**src/rtl/alu_exec_pkg.sv**
```systemverilog
// Shared types, constants and the single-cycle evaluation function for alu_exec_unit.
// The optional signed-overflow flag is enabled with ALU_EXEC_OVF_EN.
package alu_exec_pkg;

  localparam int DATA_W  = 32;
  localparam int SHAMT_W = 5;

  typedef enum logic [2:0] {
    ALU_ADD = 3'b000,
    ALU_SUB = 3'b001,
    ALU_SLL = 3'b010,
    ALU_SRL = 3'b011,
    ALU_OR  = 3'b100,
    ALU_AND = 3'b101,
    ALU_SLT = 3'b110,
    ALU_BNE = 3'b111
  } alu_op_e;

  typedef enum logic [1:0] {
    S_IDLE,
    S_SHIFT,
    S_DONE
  } state_e;

  typedef struct packed {
    logic [DATA_W-1:0] result;
    logic              zero;
    logic              ovf;
  } alu_res_t;

  function automatic logic is_shift(input alu_op_e op);
    return (op == ALU_SLL) || (op == ALU_SRL);
  endfunction

  function automatic alu_res_t alu_eval(input alu_op_e op,
                                        input logic [DATA_W-1:0] a,
                                        input logic [DATA_W-1:0] b);
    alu_res_t          r;
    logic [DATA_W-1:0] sum;
    logic [DATA_W-1:0] diff;
    sum  = a + b;
    diff = a - b;
    r    = '0;
    case (op)
      ALU_ADD: begin
        r.result = sum;
        r.ovf    = (a[DATA_W-1] == b[DATA_W-1]) && (sum[DATA_W-1] != a[DATA_W-1]);
      end
      ALU_SUB: begin
        r.result = diff;
        r.ovf    = (a[DATA_W-1] != b[DATA_W-1]) && (diff[DATA_W-1] != a[DATA_W-1]);
      end
      ALU_BNE: r.result = diff;
      ALU_OR:  r.result = a | b;
      ALU_AND: r.result = a & b;
      ALU_SLT: r.result = ($signed(a) < $signed(b)) ? DATA_W'(1) : '0;
      // Shift codes only evaluate here when the distance is zero.
      ALU_SLL, ALU_SRL: r.result = b;
      default: r.result = '0;
    endcase
    r.zero = (op == ALU_BNE) ? (a != b) : (r.result == '0);
    return r;
  endfunction

endpackage

```
**src/rtl/alu_exec_if.sv**
```systemverilog
// Request/result handshake bundle for alu_exec_unit; overflow exists only with ALU_EXEC_OVF_EN.
interface alu_exec_if;
  import alu_exec_pkg::*;

  logic              in_valid;
  logic              in_ready;
  logic [2:0]        alu_control;
  logic [DATA_W-1:0] a;
  logic [DATA_W-1:0] b;
  logic [SHAMT_W-1:0] shamt;
  logic              out_valid;
  logic              out_ready;
  logic [DATA_W-1:0] result;
  logic              zero;
`ifdef ALU_EXEC_OVF_EN
  logic              overflow;

  modport master (
    output in_valid, alu_control, a, b, shamt, out_ready,
    input  in_ready, out_valid, result, zero, overflow
  );

  modport slave (
    input  in_valid, alu_control, a, b, shamt, out_ready,
    output in_ready, out_valid, result, zero, overflow
  );
`else
  modport master (
    output in_valid, alu_control, a, b, shamt, out_ready,
    input  in_ready, out_valid, result, zero
  );

  modport slave (
    input  in_valid, alu_control, a, b, shamt, out_ready,
    output in_ready, out_valid, result, zero
  );
`endif

endinterface

```
**src/rtl/alu_shift_iter.sv**
```systemverilog
// Bit-serial shifter: one bit per clock, left or logical right, with a down-counter.
// last_o flags the cycle whose edge brings the counter to zero.
module alu_shift_iter
  import alu_exec_pkg::*;
(
  input  logic               clk,
  input  logic               reset,
  input  logic               load_i,
  input  logic               left_i,
  input  logic [DATA_W-1:0]  data_i,
  input  logic [SHAMT_W-1:0] amt_i,
  output logic [DATA_W-1:0]  next_o,
  output logic               last_o
);

  logic [DATA_W-1:0]  shreg_q;
  logic [SHAMT_W-1:0] cnt_q;
  logic               left_q;

  assign next_o = left_q ? (shreg_q << 1) : (shreg_q >> 1);
  assign last_o = (cnt_q == SHAMT_W'(1));

  // NOTE: sequential state uses non-blocking assignments so every register samples pre-edge values.
  always_ff @(posedge clk or posedge reset) begin
    if (reset) begin
      shreg_q <= '0;
      cnt_q   <= '0;
      left_q  <= 1'b0;
    end else if (load_i) begin
      shreg_q <= data_i;
      cnt_q   <= amt_i;
      left_q  <= left_i;
    end else if (cnt_q != '0) begin
      shreg_q <= next_o;
      cnt_q   <= cnt_q - SHAMT_W'(1);
    end
  end

endmodule

```
**src/rtl/alu_exec_unit.sv**
```systemverilog
// Handshaked ALU: single-cycle ops plus iterative SLL/SRL, result held until consumed.
// Define ALU_EXEC_OVF_EN to add the registered signed-overflow output.
module alu_exec_unit
  import alu_exec_pkg::*;
(
  input  logic       clk,
  input  logic       reset,
  alu_exec_if.slave  bus
);

  state_e            state_q, state_d;
  logic [DATA_W-1:0] result_q, result_d;
  logic              zero_q, zero_d;
`ifdef ALU_EXEC_OVF_EN
  logic              ovf_q, ovf_d;
`endif

  alu_op_e           op;
  alu_res_t          eval;
  logic              accept;
  logic              shift_load;
  logic              shift_last;
  logic [DATA_W-1:0] shift_next;

  assign op         = alu_op_e'(bus.alu_control);
  assign eval       = alu_eval(op, bus.a, bus.b);
  assign accept     = bus.in_valid && (state_q == S_IDLE);
  assign shift_load = accept && is_shift(op) && (bus.shamt != '0);

  alu_shift_iter u_shift (
    .clk    (clk),
    .reset  (reset),
    .load_i (shift_load),
    .left_i (op == ALU_SLL),
    .data_i (bus.b),
    .amt_i  (bus.shamt),
    .next_o (shift_next),
    .last_o (shift_last)
  );

  // NOTE: every always_comb output gets a default first so no path can infer a latch.
  always_comb begin
    state_d  = state_q;
    result_d = result_q;
    zero_d   = zero_q;
`ifdef ALU_EXEC_OVF_EN
    ovf_d    = ovf_q;
`endif
    case (state_q)
      S_IDLE: begin
        if (shift_load) begin
          state_d = S_SHIFT;
        end else if (accept) begin
          state_d  = S_DONE;
          result_d = eval.result;
          zero_d   = eval.zero;
`ifdef ALU_EXEC_OVF_EN
          ovf_d    = eval.ovf;
`endif
        end
      end
      S_SHIFT: begin
        if (shift_last) begin
          state_d  = S_DONE;
          result_d = shift_next;
          zero_d   = (shift_next == '0);
`ifdef ALU_EXEC_OVF_EN
          ovf_d    = 1'b0;
`endif
        end
      end
      S_DONE: begin
        if (bus.out_ready) state_d = S_IDLE;
      end
      default: state_d = S_IDLE;
    endcase
  end

  always_ff @(posedge clk or posedge reset) begin
    if (reset) begin
      state_q  <= S_IDLE;
      result_q <= '0;
      zero_q   <= 1'b0;
`ifdef ALU_EXEC_OVF_EN
      ovf_q    <= 1'b0;
`endif
    end else begin
      state_q  <= state_d;
      result_q <= result_d;
      zero_q   <= zero_d;
`ifdef ALU_EXEC_OVF_EN
      ovf_q    <= ovf_d;
`endif
    end
  end

  assign bus.in_ready  = (state_q == S_IDLE);
  assign bus.out_valid = (state_q == S_DONE);
  assign bus.result    = result_q;
  assign bus.zero      = zero_q;
`ifdef ALU_EXEC_OVF_EN
  assign bus.overflow  = ovf_q;
`else
  logic unused_ovf;
  assign unused_ovf = eval.ovf;
`endif

endmodule

```
**src/flat_wrapper.sv**
```systemverilog
// flat-port wrapper written by rule: the top's interface ports become plain ports
module alu_exec_unit_flat import alu_exec_pkg::*;
  (clk, reset, bus_in_valid, bus_alu_control, bus_a, bus_b, bus_shamt, bus_out_ready, bus_in_ready, bus_out_valid, bus_result, bus_zero);
  alu_exec_if bus_i ();
  input  logic clk;
  input  logic reset;
  input wire logic [$bits(bus_i.in_valid)-1:0] bus_in_valid;
  input wire logic [$bits(bus_i.alu_control)-1:0] bus_alu_control;
  input wire logic [$bits(bus_i.a)-1:0] bus_a;
  input wire logic [$bits(bus_i.b)-1:0] bus_b;
  input wire logic [$bits(bus_i.shamt)-1:0] bus_shamt;
  input wire logic [$bits(bus_i.out_ready)-1:0] bus_out_ready;
  output wire logic [$bits(bus_i.in_ready)-1:0] bus_in_ready;
  output wire logic [$bits(bus_i.out_valid)-1:0] bus_out_valid;
  output wire logic [$bits(bus_i.result)-1:0] bus_result;
  output wire logic [$bits(bus_i.zero)-1:0] bus_zero;
  assign bus_i.in_valid = bus_in_valid;
  assign bus_i.alu_control = bus_alu_control;
  assign bus_i.a = bus_a;
  assign bus_i.b = bus_b;
  assign bus_i.shamt = bus_shamt;
  assign bus_i.out_ready = bus_out_ready;
  assign bus_in_ready = bus_i.in_ready;
  assign bus_out_valid = bus_i.out_valid;
  assign bus_result = bus_i.result;
  assign bus_zero = bus_i.zero;
  alu_exec_unit u_core (.clk(clk), .reset(reset), .bus(bus_i));
endmodule
```
**config.mk**
```make
export PLATFORM = sky130hd
export DESIGN_NAME = alu_exec_unit_flat
export DESIGN_NICKNAME = d
export VERILOG_FILES = /design/src/rtl/alu_exec_pkg.sv /design/src/rtl/alu_exec_if.sv /design/src/rtl/alu_shift_iter.sv /design/src/rtl/alu_exec_unit.sv /design/src/flat_wrapper.sv
export SDC_FILE = /design/constraint.sdc
export NUM_CORES = 1
export LEC_CHECK = 0
export BUFFER_PORTS_ARGS = -buffer_cell sky130_fd_sc_hd__buf_2
export CAP_MARGIN = 10
export CELL_PAD_IN_SITES_DETAIL_PLACEMENT = 0
export CELL_PAD_IN_SITES_GLOBAL_PLACEMENT = 1
export CORE_AREA = 2 2 154 156
export CTS_BUF_LIST = sky130_fd_sc_hd__clkbuf_8
export DETAILED_ROUTE_END_ITERATION = 6
export DIE_AREA = 0 0 156 158
export PLACE_DENSITY = 0.82
export SYNTH_ARGS = -nofsm -noshare
export SYNTH_HDL_FRONTEND = slang
export SYNTH_HIERARCHICAL = 1
export SYNTH_SLANG_ARGS = --single-unit
```
**constraint.sdc**
```tcl
create_clock -name clk -period 7.8 [get_ports clk]
set_input_delay 0 -clock clk [delete_from_list [all_inputs] [get_ports clk]]
set_output_delay 0 -clock clk [all_outputs]
set_load 0.03 [all_outputs]
```
-- Word level (Yosys, flattened, before mapping)
Index checks and enable logic that the tools add are counted.
- flip-flop bits (word level): 73
- input bits: 76
- output and inout port bits: 35
- logic and storage cells: 65
- add/sub/neg operators: 3
- order comparisons: 1
- eq/ne operators: 16
- mux-type cells: 21
- bitwise gates (word level): 2
- reductions and logical operators: 16
- operator list (kind ; count):
    $mux W32 ; 6
    $pmux W32 S6 ; 1
    $logic_not A32 Y1 ; 2
    $pmux W32 S2 ; 1
    $add A32 B32 Y32 ; 1
    $and A32 B32 Y32 ; 1
    $lt A32 B32 Y1 ; 1
    $ne A32 B32 Y1 ; 1
    $or A32 B32 Y32 ; 1
    $sub A32 B32 Y32 ; 1
    $eq A3 B3 Y1 const B ; 4
    $mux W5 ; 2
    $reduce_bool A5 Y1 ; 2
    $mux W2 ; 4
    $eq A3 B2 Y1 const B ; 2
    $pmux W2 S3 ; 1
    $eq A5 B1 Y1 const B ; 1
    $mux W1 ; 5
    $sub A5 B1 Y5 const B ; 1
    $ne A2 B1 Y1 const B ; 2
    $ne A2 B2 Y1 const B ; 2
    $reduce_and A4 Y1 ; 1
    $reduce_bool A2 Y1 ; 2
    $reduce_or A2 Y1 ; 2
    other kinds (10) ; 12

-- Longest topological paths before layout
Gate-level depths: netlist (run 1).
- depth in word-level cells: 8
- gate-level depth with buffers: 15
- gate-level depth less buffers: 15

-- By module
The synthesis (run 1) kept the hierarchy.
- by module, submodules not included (module ; times used ; cells an instance ; area each (µm²) ; sequential area each (µm²)):
    alu_exec_unit ; 1 ; 1071 ; 7519.7 ; 875.8
    alu_shift_iter ; 1 ; 208 ; 2170.8 ; 950.9

-- Least setup slack after synthesis (run 1)
Ideal clock, no wire load.
- path type: input to register
- start point: in bus_a[0]
- end point: reg u_core.zero_q, in the netlist u_core/bus.zero
- arrival: 3543 ps
- setup slack: 4161 ps
- stages: 15
- buffers on the path: 0
- path through: inv_1 ha_1 inv_1 fa_1 nor2b_1 o21ai_0 a21oi_1 o211a_1 or3_1 or4_1 or4_1 nor4_1 nand4b_1 or4_1 o32ai_2
- longest elaborated chain between the ends: 8
- elaborated cells on any way between the ends: 13
- ends and longest elaborated chain (element ; RTL line ; text):
    start, declared ; flat_wrapper.sv:9 ; input wire logic [$bits(bus_i.a)-1:0] bus_a;
    $lt A32 B32 Y1 ; alu_exec_pkg.sv:56 ; ALU_SLT: r.result = ($signed(a) < $signed(b)) ? DATA_W'(1) : '0;
    $mux W1 ; alu_exec_pkg.sv:56 ;
    $pmux W32 S6 ; alu_exec_pkg.sv:44 ; case (op)
    $logic_not A32 Y1 ; alu_exec_pkg.sv:61 ; r.zero = (op == ALU_BNE) ? (a != b) : (r.result == '0);
    $mux W1 * ; alu_exec_pkg.sv:61 ;
    $mux W1 * ; alu_exec_unit.sv:53 ; end else if (accept) begin
    $mux W1 * ; alu_exec_unit.sv:51 ; if (shift_load) begin
    $pmux W1 S2 * ; alu_exec_unit.sv:49 ; case (state_q)
    end signal, assigned ; alu_exec_unit.sv:90 ; zero_q <= zero_d;
    end, declared ; alu_exec_unit.sv:13 ; logic zero_q, zero_d;
Every way passes the cells marked *; elsewhere a longest branch is shown, timed or not. The select of a mux whose other input is x is not followed.
A chain may end at the register's enable or synchronous reset.

-- Worst setup path after layout (run 1)
- start point: in bus_b[0]
- end point: reg u_core.zero_q, in the netlist u_core/bus.zero
- longest elaborated chain between the ends: 8
- elaborated cells on any way between the ends: 13
- ends and longest elaborated chain (element ; RTL line ; text):
    start, declared ; flat_wrapper.sv:10 ; input wire logic [$bits(bus_i.b)-1:0] bus_b;
    $lt A32 B32 Y1 ; alu_exec_pkg.sv:56 ;
    $mux W1 ; alu_exec_pkg.sv:56 ;
    $pmux W32 S6 ; alu_exec_pkg.sv:44 ;
    $logic_not A32 Y1 ; alu_exec_pkg.sv:61 ;
    $mux W1 * ; alu_exec_pkg.sv:61 ;
    $mux W1 * ; alu_exec_unit.sv:53 ;
    $mux W1 * ; alu_exec_unit.sv:51 ;
    $pmux W1 S2 * ; alu_exec_unit.sv:49 ;
Marks and branches as above.

==> results of run 1 <==
==> through the flow <==
step / instances / setup WS (ps) / hold WS, ps / util (%)
after floorplan: 1279 / 4160 / 86.3 / -
after global placement: 1608 / 3300 / 123 / 44.8
after detailed placement: 1608 / 3190 / 129 / 44.8
after CTS: 1662 / 3140 / 4.93 / 47.3
after global routing: 1662 / 2890 / 52.8 / 47.3
final: 1662 / 3070 / 50.0 / 47.3
==> worst max-delay path, cell delays in order <==
cell	delay, ps
dlygate4sd3_1	520
buf_2	180
ha_1	210
inv_1	60
fa_1	410
nor2b_1	180
o21ai_0	330
a21oi_1	150
o211a_1	210
or3_1	400
or4_1	500
or4_1	400
nor4_1	530
nand4b_1	190
or4_1	510
o32ai_2	200
==> state kept, by name (all words and copies together), names as in the netlist <==
| name | count |
|---|---|
| u_core/bus.result | 32 |
| u_core/u_shift/cnt_q | 5 |
| u_core/u_shift/left_q | 1 |
| u_core/bus.zero | 1 |
| u_core/u_shift/shreg_q | 32 |
| u_core/state_q | 2 |
==> how the worst max path moves through the flow <==
stage / to / cells past startpoint
detailed placement: u_core/bus.zero / 14
floorplan: u_core/bus.zero / 15
global route: u_core/bus.zero / 16
finish: u_core/bus.zero / 16
global placement: u_core/bus.zero / 14
CTS: u_core/bus.zero / 14
==> logic make-up (layout without fill, tap and decap cells) <==
kind of cell	Yosys count	in the layout	share of synthesized area, %
AO/OA/AOI/OAI	451	451	31.5
XOR/XNOR	5	5	0.452
adder cells (fa/ha/maj)	100	100	13.1
AND/OR/NAND/NOR	350	350	17.6
multiplexers	87	87	9.53
buffers and inverters	213	306	9.01
flip-flops	73	73	18.9
==> cells in the final DEF (no fill, tap or decap), types with 7 or more instances in the layout <==
cell,Yosys,final
mux2_2,32,32
nor3_1,27,26
o21ai_1,30,29
dfrtp_1,73,73
nand3_1,14,14
a211o_1,7,7
nand2_1,111,111
nor2_1,85,85
nor2b_1,16,16
o211ai_1,17,17
a22oi_1,20,20
a211oi_1,10,10
a2111oi_0,7,7
a21oi_1,86,86
nand2b_1,10,10
nor4_1,19,19
a31oi_1,9,9
or3_1,10,10
mux2i_1,54,54
nand4_1,13,13
o31ai_1,19,19
a221o_1,9,9
ha_1,98,98
clkbuf_8,0,10
o2111ai_1,7,7
o221ai_1,9,9
a21o_1,15,15
and2_1,9,9
o22ai_1,37,37
o21ai_0,83,83
dlygate4sd3_1,0,38
a221oi_1,13,13
buf_2,14,110
o311ai_0,7,7
inv_1,126,126
buf_4,1,13
==> metal layers <==
metal	part of all wire, %	vias to the layer above	routed length [um]	global-route usage (%)
met5	0.034	-	12	0
met4	2.9	2	1040	9.35
met3	9.3	84	3270	3.56
met2	43	564	15300	44.0
met1	44	5003	15600	40.1
li1	-	4892	-	-
==> where the power goes <==
group	internal, W	leakage (nW)	switching, W	total, W
clock network	0.000154	0.102	0.000140	0.000294
logic	0.000543	4.14	0.000951	0.00149
registers	0.000553	0.919	0.000127	0.000680
total	0.00125	5.16	0.00122	0.00247
==> layout make-up <==
cell class | instances | area share, %
sequential | 73 | 16.8
clock buffer | 10 | 1.26
inverter | 129 | 4.44
multi-input combinational | 993 | 64.3
tap | 290 | 3.33
clock inverter | 6 | 0.528
timing repair buffer | 161 | 9.43
==> summary.md, run 1 <==
| Metric | Value |
|---|---|
| Multi-input logic area | `7010 um2` |
| Buffer depth of the longest clock path | `2` |
| Final Cycle Share | `between 60 and 70%` |
| Die Y | `158 um` |
| ANT nets after route | `0` |
| Worst IR drop on VDD | `0.132 mV` |
| Global Route Usage Sum | `28.1%` |
| Number of synthesized flops with an enable pin | `0` |
| Synth Instances | `1,279` |
| Critical Path Start | `bus_b[0]` |
| Crit Path Class | `input pin to flip-flop` |
| Register area | `1830 um2` |
| Via count | `around 11,000` |
| Top post-synthesis cells by area | `dfrtp_1 19%, ha_1 13%, mux2i_1 5.6%` |
| Syn_area_per_cell | `7.58 um2` |
| Most instantiated library cell after synthesis | `inv_1` |
| Core area | `23,100 um2` |
| Total power | `between 0.002 and 0.0025 W` |
| Clock H-tree levels | `3` |
| Setup crit start kind | `input pin` |
| Rel. slew slack | `35.3%` |
| Final Max Slew Viols | `0` |
| WP data required | `8060 ps` |
| Top-area cell type share of the netlist area | `approximately a fifth` |
| Post-CTS Setup Inserts | `0` |
| Number of distinct library cells after synthesis | `86` |
| DR vias/cell | `6.34` |
| CTS sink count | `73` |
| Status | `complete, no violations` |
| Post-synthesis sequential area ratio | `18.9%` |
| Critical Path Sink Type | `flip-flop` |
| CTS tree | `yes` |
| Final setup violating endpoints | `0` |
| Clock Skews | `around 7.8 ps` |
| Setup TNS | `0 ps` |
| First-pass GRT wire length | `around 55,000 um` |
| Commonest register cell after synthesis | `dfrtp_1` |
| Reg-to-reg startpoint | `u_core/u_shift/cnt_q[1]` |
| Post-Syn Nets | `between 1,000 and 1,500` |
| Rows | `56` |
| Flops & latches, synth | `73` |
| Unrepaired setup endpoints after global routing | `false` |
| DIE AREA | `24,600 um2` |
| CTS root buf | `clkbuf_8` |
| Gp weighted congestion | `1.02` |
| Worst reg-to-reg path cell count | `14` |
| Hold path start | `bus_b[20]` |
| Mapped Area | `9690 um2` |
| Max Cap Violations | `0` |
| WL per Instance | `21.2 um` |
| Nets | `1,543` |
| Leakage | `5.16 nW` |
| Initial Utilization | `42.0%` |
| Fmax | `0.211 GHz` |
| Hold WC Path Type | `input pin to flip-flop` |
| Post-CTS Hold Fix Bufs | `38` |
| Placed Area | `10,300 um2` |
| Final hold viol count | `0` |
| TritonCTS Buffers | `9` |
| PD cells | `226 nW/um2` |
| Fillers | `about 2,300` |
| Top cell type by total area after synthesis | `dfrtp_1` |
| CP Data Arrival Time | `4990 ps` |
| IO Pins | `~110` |
| Area delta synth->final | `12.5%` |
| Crit path max fanout | `5` |
| Min Tclk post-route | `about 4700 ps` |
| Post-detail-place hpwl | `around 27,000 um` |
| Detailed Route WL | `35,300 um` |
| Total gr overflow | `0` |
| Port Buf Inserts | `between 100 and 150` |
| Asr flop ratio synth | `100%` |
| Vias in the first global route | `slightly below 10,000` |
| Clock transition at the registers of the reported paths | `approximately 70 ps` |
| Die span in x | `156 um` |
| Pin count of the biggest net entering global routing | `a little under 70` |
| Finished Cell Area | `10,900 um2` |
| Clock Latency Late Sink | `350 ps` |
| Crit Reg-Reg Endpoint | `u_core/bus.zero` |
| Worst hold endpoint | `u_core/u_shift/shreg_q[20]` |
| Hold Path Depth | `3` |
| Flop2flop setup slack | `3160 ps` |
| Inserted Diodes | `0` |
| Worst slew pin tran | `946 ps` |
| First DRT Iteration DRCs | `about 1,200` |
| YS warnings | `6` |
| Post-CTS sizing | `0` |
| Antenna violations before repair | `1` |
| DR DRC count | `0` |
| DRT Pass-1 Iters | `6` |
| Layout cells sized above 1 | `14.4%` |
| Synth cell count leaders | `126 x inv_1, 111 x nand2_1, 98 x ha_1, 86 x a21oi_1, 85 x nor2_1` |
(Power assumes the default switching activity.)
==> run 2: changes to the inputs <==
==> constraint.sdc (replaced) <==
create_clock -name clk -period 4.7 [get_ports clk]
set_input_delay 0 -clock clk [delete_from_list [all_inputs] [get_ports clk]]
set_output_delay 0 -clock clk [all_outputs]
set_load 0.03 [all_outputs]
==> run 2 against run 1 <==
Compared with the run above:
- worst setup slack lost 2800 ps
- clock skew shrank 1.4 ps
- cell count grew 1.0%
- combinational power grew 66%
- via count grew 0.14%
- sequential share of layout area shrank 0.33 points
- utilization grew 0.96 points
- highest routed layer is now met4
- critical endpoint unchanged
- total power grew 74%
==> summary.md, run 2 (same netlist as run 1, synthesis figures left out) <==
| Metric | Value |
|---|---|
| Status | `complete, no violations` |
| DRT Pass-1 Iters | `6` |
| Clock Latency Late Sink | `approximately 350 ps` |
| Buffer depth of the longest clock path | `2` |
| Unrepaired setup endpoints after global routing | `false` |
| Clock H-tree levels | `3` |
| Gp weighted congestion | `0.995` |
| Slowest-stage cell, CP | `dlygate4sd3_1` |
| Global Route Usage Sum | `between 20% and 30%` |
| Nets | `approximately 1,600` |
| Setup TNS | `0 ps` |
| Pin count of the biggest net entering global routing | `67` |
| Vias in the first global route | `around 9,900` |
| ANT nets after route | `0` |
| Final Max Slew Viols | `0` |
| Crit path max fanout | `5` |
| First-pass GRT wire length | `55,500 um` |
| Port Buf Inserts | `110` |
| Inserted Diodes | `0` |
| Final Cycle Share | `95.3%` |
| Critical Path Sink Type | `flip-flop` |
| Initial Utilization | `42.0%` |
| Min Tclk post-route | `4480 ps` |
| Die Y | `roughly 160 um` |
| Worst reg-to-reg path cell count | `13` |
| CTS sink count | `73` |
| Worst slew pin tran | `1180 ps` |
| Most used cell, CP | `or4_1` |
| Fillers | `2,346` |
| Worst hold margin | `49.4 ps` |
| Final setup violating endpoints | `0` |
| Crit Path Class | `input pin to flip-flop` |
| Register area | `1830 um2` |
| Detailed Route WL | `35,900 um` |
| DIE AREA | `~25,000 um2` |
| DR DRC count | `0` |
| Setup crit start kind | `input pin` |
| CTS root buf | `clkbuf_8` |
| Fmax | `0.223 GHz` |
| TritonCTS Buffers | `9` |
| Flop2flop setup slack | `750 ps` |
| Worst Setup EP | `u_core/bus.zero` |
| WP data required | `4960 ps` |
| CTS tree | `yes` |
| Multi-input logic area | `between 7000 and 8000 um2` |
| Crit Reg-Reg Endpoint | `u_core/bus.zero` |
| Reg-to-reg startpoint | `u_core/u_shift/cnt_q[1]` |
| Most common cell after layout, fill and taps aside | `inv_1` |
| WP buf/inv | `3` |
| Final hold viol count | `0` |
| Rel. slew slack | `between 20% and 30%` |
| Die span in x | `156 um` |
| Family with the most delay on the worst path | `simple AND/OR/NAND/NOR gates` |
| Final Util | `48.3%` |
| Via count | `~11,000` |
| Biggest cell delay along the critical path | `530 ps` |
| Core area | `23,100 um2` |
| Clock transition at the registers of the reported paths | `80 ps` |
| Worst IR drop on VDD | `0.237 mV` |
| First DRT Iteration DRCs | `just under 1,000` |
| Critical Path Stages | `16` |
| Critical Path Start | `bus_b[0]` |
| Post-detail-place hpwl | `27,800 um` |
| PD cells | `387 nW/um2` |
| Total gr overflow | `0` |
| IO Pins | `111` |
| Leakage | `5.28 nW` |
| Antenna violations before repair | `0` |
| Layout cells sized above 1 | `15.6%` |
| Rows | `56` |
| DR vias/cell | `6.29` |
| CP Data Arrival Time | `4740 ps` |
| Hold WC Path Type | `input pin to flip-flop` |
| Area delta synth->final | `14.8%` |
| WL per Instance | `21.4 um` |
| Max Cap Violations | `0` |
| Most frequent cells in the layout | `126 x inv_1, 111 x nand2_1, 110 x buf_2, 98 x ha_1, 86 x a21oi_1` |
| Cell Chain, Critical Path | `dlygate4sd3_1, buf_2, ha_1, inv_1, fa_1, nor2b_1, o21ai_0, a21oi_1, o211a_1, or3_1, or4_1, or4_1, nor4_2, nand4b_1, or4_1, o32ai_2` |
| Clock Skews | `~6.5 ps` |
run 2: cell count changes in the layout (fill, tap and decap cells not counted), sizes merged:
cell,change
buf,+17
bufinv,+3
clkbuf,+1
clkinv,-3
clkinvlp,-1
run 2: through the flow:
| stage | setup WS (ps) | cells | instance area (um2) | power [W] |
|---|---|---|---|---|
| global placement | 473 | 1625 | 10500 | 0.00354 |
| finish | 223 | 1679 | 11100 | 0.00430 |
| floorplan | 1060 | 1279 | 9690 | 0.00287 |
| global route | 65.3 | 1679 | 11100 | 0.00459 |
| CTS | 147 | 1679 | 11100 | 0.00428 |
| detailed placement | 312 | 1625 | 10500 | 0.00358 |
run 2: where the power goes:
group	switching (W)	internal [W]	total, W
registers	0.000240	0.000917	0.00116
logic	0.00155	0.000919	0.00247
clock network	0.000237	0.000434	0.000672
total	0.00203	0.00227	0.00430
run 2: how the worst min path moves through the flow:
stage | to | slack, ps | start | cells past startpoint
3_5_place_dp | u_core/bus.result[6] | 140 | reset | 3
4_1_cts | u_core/u_shift/shreg_q[20] | 10 | bus_b[20] | 3
2_1_floorplan | u_core/state_q[1] | 90 | bus_out_ready | 1
3_3_place_gp | u_core/bus.result[3] | 130 | reset | 3
6_report | u_core/u_shift/shreg_q[20] | 50 | bus_b[20] | 3
5_1_grt | u_core/u_shift/shreg_q[20] | 30 | bus_b[20] | 3
run 2: worst register-to-register path, stage by stage (launching register included):
cell and delay [ps]:
dfrtp_1 400, inv_1 100, ha_1 150, nor4b_1 380, a22o_1 260, o21ai_4 60
nor2b_1 180, or3_1 320, or4_1 380, or4_1 430, nor4_2 340, nand4b_1 140
or4_1 500, o32ai_2 210
run 2: cell type report:
cell class	instances	share of cell area [%]
tap	290	3.26
clock buffer	11	1.36
clock inverter	5	1.12
inverter	129	4.35
timing repair buffer	178	10.4
sequential	73	16.4
multi-input combinational	993	63.1
run 2: timing repair:
action | 4_1_cts | 5_1_grt
setup endpoints to repair | 0 | 1
setup buffers | 0 | 0
hold buffers | 38 | 0
gates resized for setup | 0 | 2
hold endpoints to repair | 110 | 0
run 2: layer usage:
layer  global-route usage [%]  vias up  share of wire [%]
met5                        0        -                  0
met1                     40.5     5044                 45
met3                     4.38       69                8.9
li1                         -     4916                  -
met2                     44.8      531                 43
met4                     9.79        0                2.9
==> run 3: changes to the inputs <==
--- a/config.mk
+++ b/config.mk
@@ -5,15 +5,16 @@
 export SDC_FILE = /design/constraint.sdc
 export NUM_CORES = 1
 export LEC_CHECK = 0
+export ABC_AREA = 1
 export BUFFER_PORTS_ARGS = -buffer_cell sky130_fd_sc_hd__buf_2
 export CAP_MARGIN = 10
 export CELL_PAD_IN_SITES_DETAIL_PLACEMENT = 0
 export CELL_PAD_IN_SITES_GLOBAL_PLACEMENT = 1
-export CORE_AREA = 2 2 154 156
+export CORE_AREA = 2 2 163 165
 export CTS_BUF_LIST = sky130_fd_sc_hd__clkbuf_8
 export DETAILED_ROUTE_END_ITERATION = 6
-export DIE_AREA = 0 0 156 158
-export PLACE_DENSITY = 0.82
+export DIE_AREA = 0 0 165 167
+export PLACE_DENSITY = 0.87
 export SYNTH_ARGS = -nofsm -noshare
 export SYNTH_HDL_FRONTEND = slang
 export SYNTH_HIERARCHICAL = 1
==> run 3 against run 2 <==
Compared with the run above:
- final area rose by 6.1%
- utilization fell by 2.4 points
- sequential power is 3% higher
- flip-flop and latch count unchanged
- largest power group unchanged
- synthesized cell count up 50%
- combinational power is 22% higher
- non-clock buffer count down 51
- critical path depth decreased by 7
- worst hold slack got worse by 37 ps
- die area increased by 12%
- clock skew is 3.0 ps higher
- fmax is 42% higher
==> summary.md, run 3 <==
| Metric | Value |
|---|---|
| WP data required | `4950 ps` |
| Sw power | `0.00258 W` |
| Number of synthesized flops with an enable pin | `0` |
| Clock transition at the registers of the reported paths | `80 ps` |
| Logic pwr share | `64.0%` |
| Hold WC Path Type | `input pin to flip-flop` |
| Number of distinct library cells after synthesis | `47` |
| Fillers | `2,884` |
| Setup crit start kind | `flip-flop` |
| Register area | `approximately 1800 um2` |
| PD cells | `399 nW/um2` |
| Detailed Route WL | `41,600 um` |
| Clock H-tree levels | `3` |
| Rel. slew slack | `25.0%` |
| Worst slew pin tran | `around 1100 ps` |
| Final hold viol count | `0` |
| Post-CTS Setup Inserts | `0` |
| CTS tree | `yes` |
| Leakage | `approximately 6.7 nW` |
| Mapped Area | `11,000 um2` |
| Placed Area | `11,500 um2` |
| Port Buf Inserts | `110` |
| Hold path start | `bus_shamt[3]` |
| Critical Path Start | `u_core/state_q[0]` |
| Nets | `roughly 2,200` |
| Fmax | `~0.32 GHz` |
| Post-Syn Nets | `2,094` |
| Clock Skews | `9.49 ps` |
| Multi-input logic area | `7490 um2` |
| Pin count of the biggest net entering global routing | `68` |
| CTS sink count | `73` |
| Area delta synth->final | `7.41%` |
| Buffer depth of the longest clock path | `2` |
| Final Util | `between 40% and 50%` |
| CP Data Arrival Time | `3400 ps` |
| DR DRC count | `0` |
| Top-area cell type share of the netlist area | `21.2%` |
| Die Y | `167 um` |
| DR vias/cell | `between 5 and 6` |
| Setup WS pre-CTS | `1620 ps` |
| Core area | `around 26,000 um2` |
| Gp weighted congestion | `between 0.9 and 1` |
| Total gr overflow | `0` |
| Most frequent cells in the layout | `620 x nand2_1, 300 x inv_1, 180 x nand3_1, 173 x nor2_1, 110 x buf_2` |
| WL per Instance | `17.9 um` |
| Initial Utilization | `42.7%` |
| Most instantiated library cell after synthesis | `nand2_1` |
| Crit path max fanout | `37` |
| Final Cycle Share | `67.1%` |
| IO Pins | `111` |
| DIE AREA | `27,600 um2` |
| Layout cells sized above 1 | `10.1%` |
| Post-detail-place hpwl | `between 30,000 and 40,000 um` |
| Clock Power Share | `between 10% and 20%` |
| YS warnings | `6` |
| First-pass GRT wire length | `64,000 um` |
| Final setup violating endpoints | `0` |
| Final Max Slew Viols | `0` |
| Reg-to-reg startpoint | `u_core/state_q[0]` |
| Synth Instances | `1,918` |
| Syn_area_per_cell | `between 5 and 6 um2` |
| Unrepaired setup endpoints after global routing | `false` |
| Setup TNS | `0 ps` |
| Clock Latency Late Sink | `360 ps` |
| Antenna violations before repair | `0` |
| Internal | `0.00213 W` |
| Critical Path Sink Type | `flip-flop` |
| Most common cell after layout, fill and taps aside | `nand2_1` |
| Asr flop ratio synth | `100%` |
| Crit Path Class | `flip-flop to flip-flop` |
| Final Worst Setup Slack | `between 1500 and 2000 ps` |
| Vias in the first global route | `11,400` |
| Reg power frac | `25.6%` |
| Post-synthesis sequential area ratio | `between 15 and 20%` |
| CTS root buf | `clkbuf_8` |
| First DRT Iteration DRCs | `1,174` |
| Top post-synthesis cells by area | `nand2_1 21%, dfrtp_1 17%, ha_1 11%` |
| Post-CTS sizing | `0` |
| Commonest register cell after synthesis | `dfrtp_1` |
| Worst hold margin | `around 12 ps` |
| Inserted Diodes | `0` |
| Die span in x | `165 um` |
| Flops & latches, synth | `73` |
| Worst IR drop on VDD | `around 0.29 mV` |
| Finished Cell Area | `between 10,000 and 15,000 um2` |
| Status | `complete, no violations` |
| Global Route Usage Sum | `30.2%` |
| Synth cell count leaders | `620 x nand2_1, 297 x inv_1, 180 x nand3_1, 174 x nor2_1, 98 x ha_1` |
| Top cell type by total area after synthesis | `nand2_1` |
| ANT nets after route | `0` |
| Via count | `12,400` |
| Switching Share | `54.8%` |
| TritonCTS Buffers | `9` |
| Rows | `59` |
| Min Tclk post-route | `3160 ps` |
| DRT Pass-1 Iters | `5` |
| Max Cap Violations | `0` |
## run 3: routing by layer
layer  part of all wire, %  routed length, um  GRT usage [%]  up-vias
li1                      -                  -              -     6185
met1                    45              18500           41.4     5619
met2                    44              18400           47.8      468
met3                   6.1               2530           3.09       83
met4                   5.1               2120           13.1        0
met5                     0                  0              0        -
## run 3: final cells by class
type	count	area share, %
well taps	335	3.55
multi-input cells	1456	63.5
clock buffers	10	1.17
clock inverters	6	0.435
flip-flops and latches	73	15.5
inverters	310	9.90
repair buffers	127	6.02
## run 3: worst max-delay path, cell delays in order, from the launching register on
cell,delay [ps]
dfrtp_1,400
inv_1,600
nor2_2,40
buf_4,270
inv_1,160
o22ai_1,100
nor3_2,600
inv_2,490
a31oi_1,300
a21oi_2,80
## run 3: worst paths after layout
path,to,slack (ps),depth (start not counted)
min reg2reg,u_core/bus.result[13],490,2
max in group asynchronous,u_core/u_shift/shreg_q[21],3980,4
max,u_core/bus.zero,1540,9
min in group asynchronous,u_core/bus.result[4],300,4
max reg2reg,u_core/bus.zero,1540,9
min,u_core/u_shift/cnt_q[3],10,4
## run 3: logic make-up after synthesis
family	share of synthesized area, %
AND/OR/NAND/NOR	45.2
XOR/XNOR	0.159
buffers and inverters	15.3
AO/OA/AOI/OAI	11.1
flip-flops	16.6
adder cells (fa/ha/maj)	11.5
## run 3: repair_timing
item / in CTS / in global routing
endpoints found under the hold margin: 80 / 0
hold buffers: 8 / 0
setup endpoints to repair: 0 / 0
## run 3: power groups by stage
stage / logic, W / clock network [W] / registers (W)
after floorplan: 0.00204 / 0 / 0.00134
after global placement: 0.00292 / 0 / 0.00120
after detailed placement: 0.00297 / 0 / 0.00120
after CTS: 0.00298 / 0.000496 / 0.00119
after global routing: 0.00338 / 0.000525 / 0.00123
final: 0.00301 / 0.000489 / 0.00120
## run 3: stage by stage
step / power (W) / cells
after floorplan: 0.00338 / 1918
after global placement: 0.00413 / 2292
after detailed placement: 0.00417 / 2292
after CTS: 0.00467 / 2316
after global routing: 0.00514 / 2317
final: 0.00471 / 2317
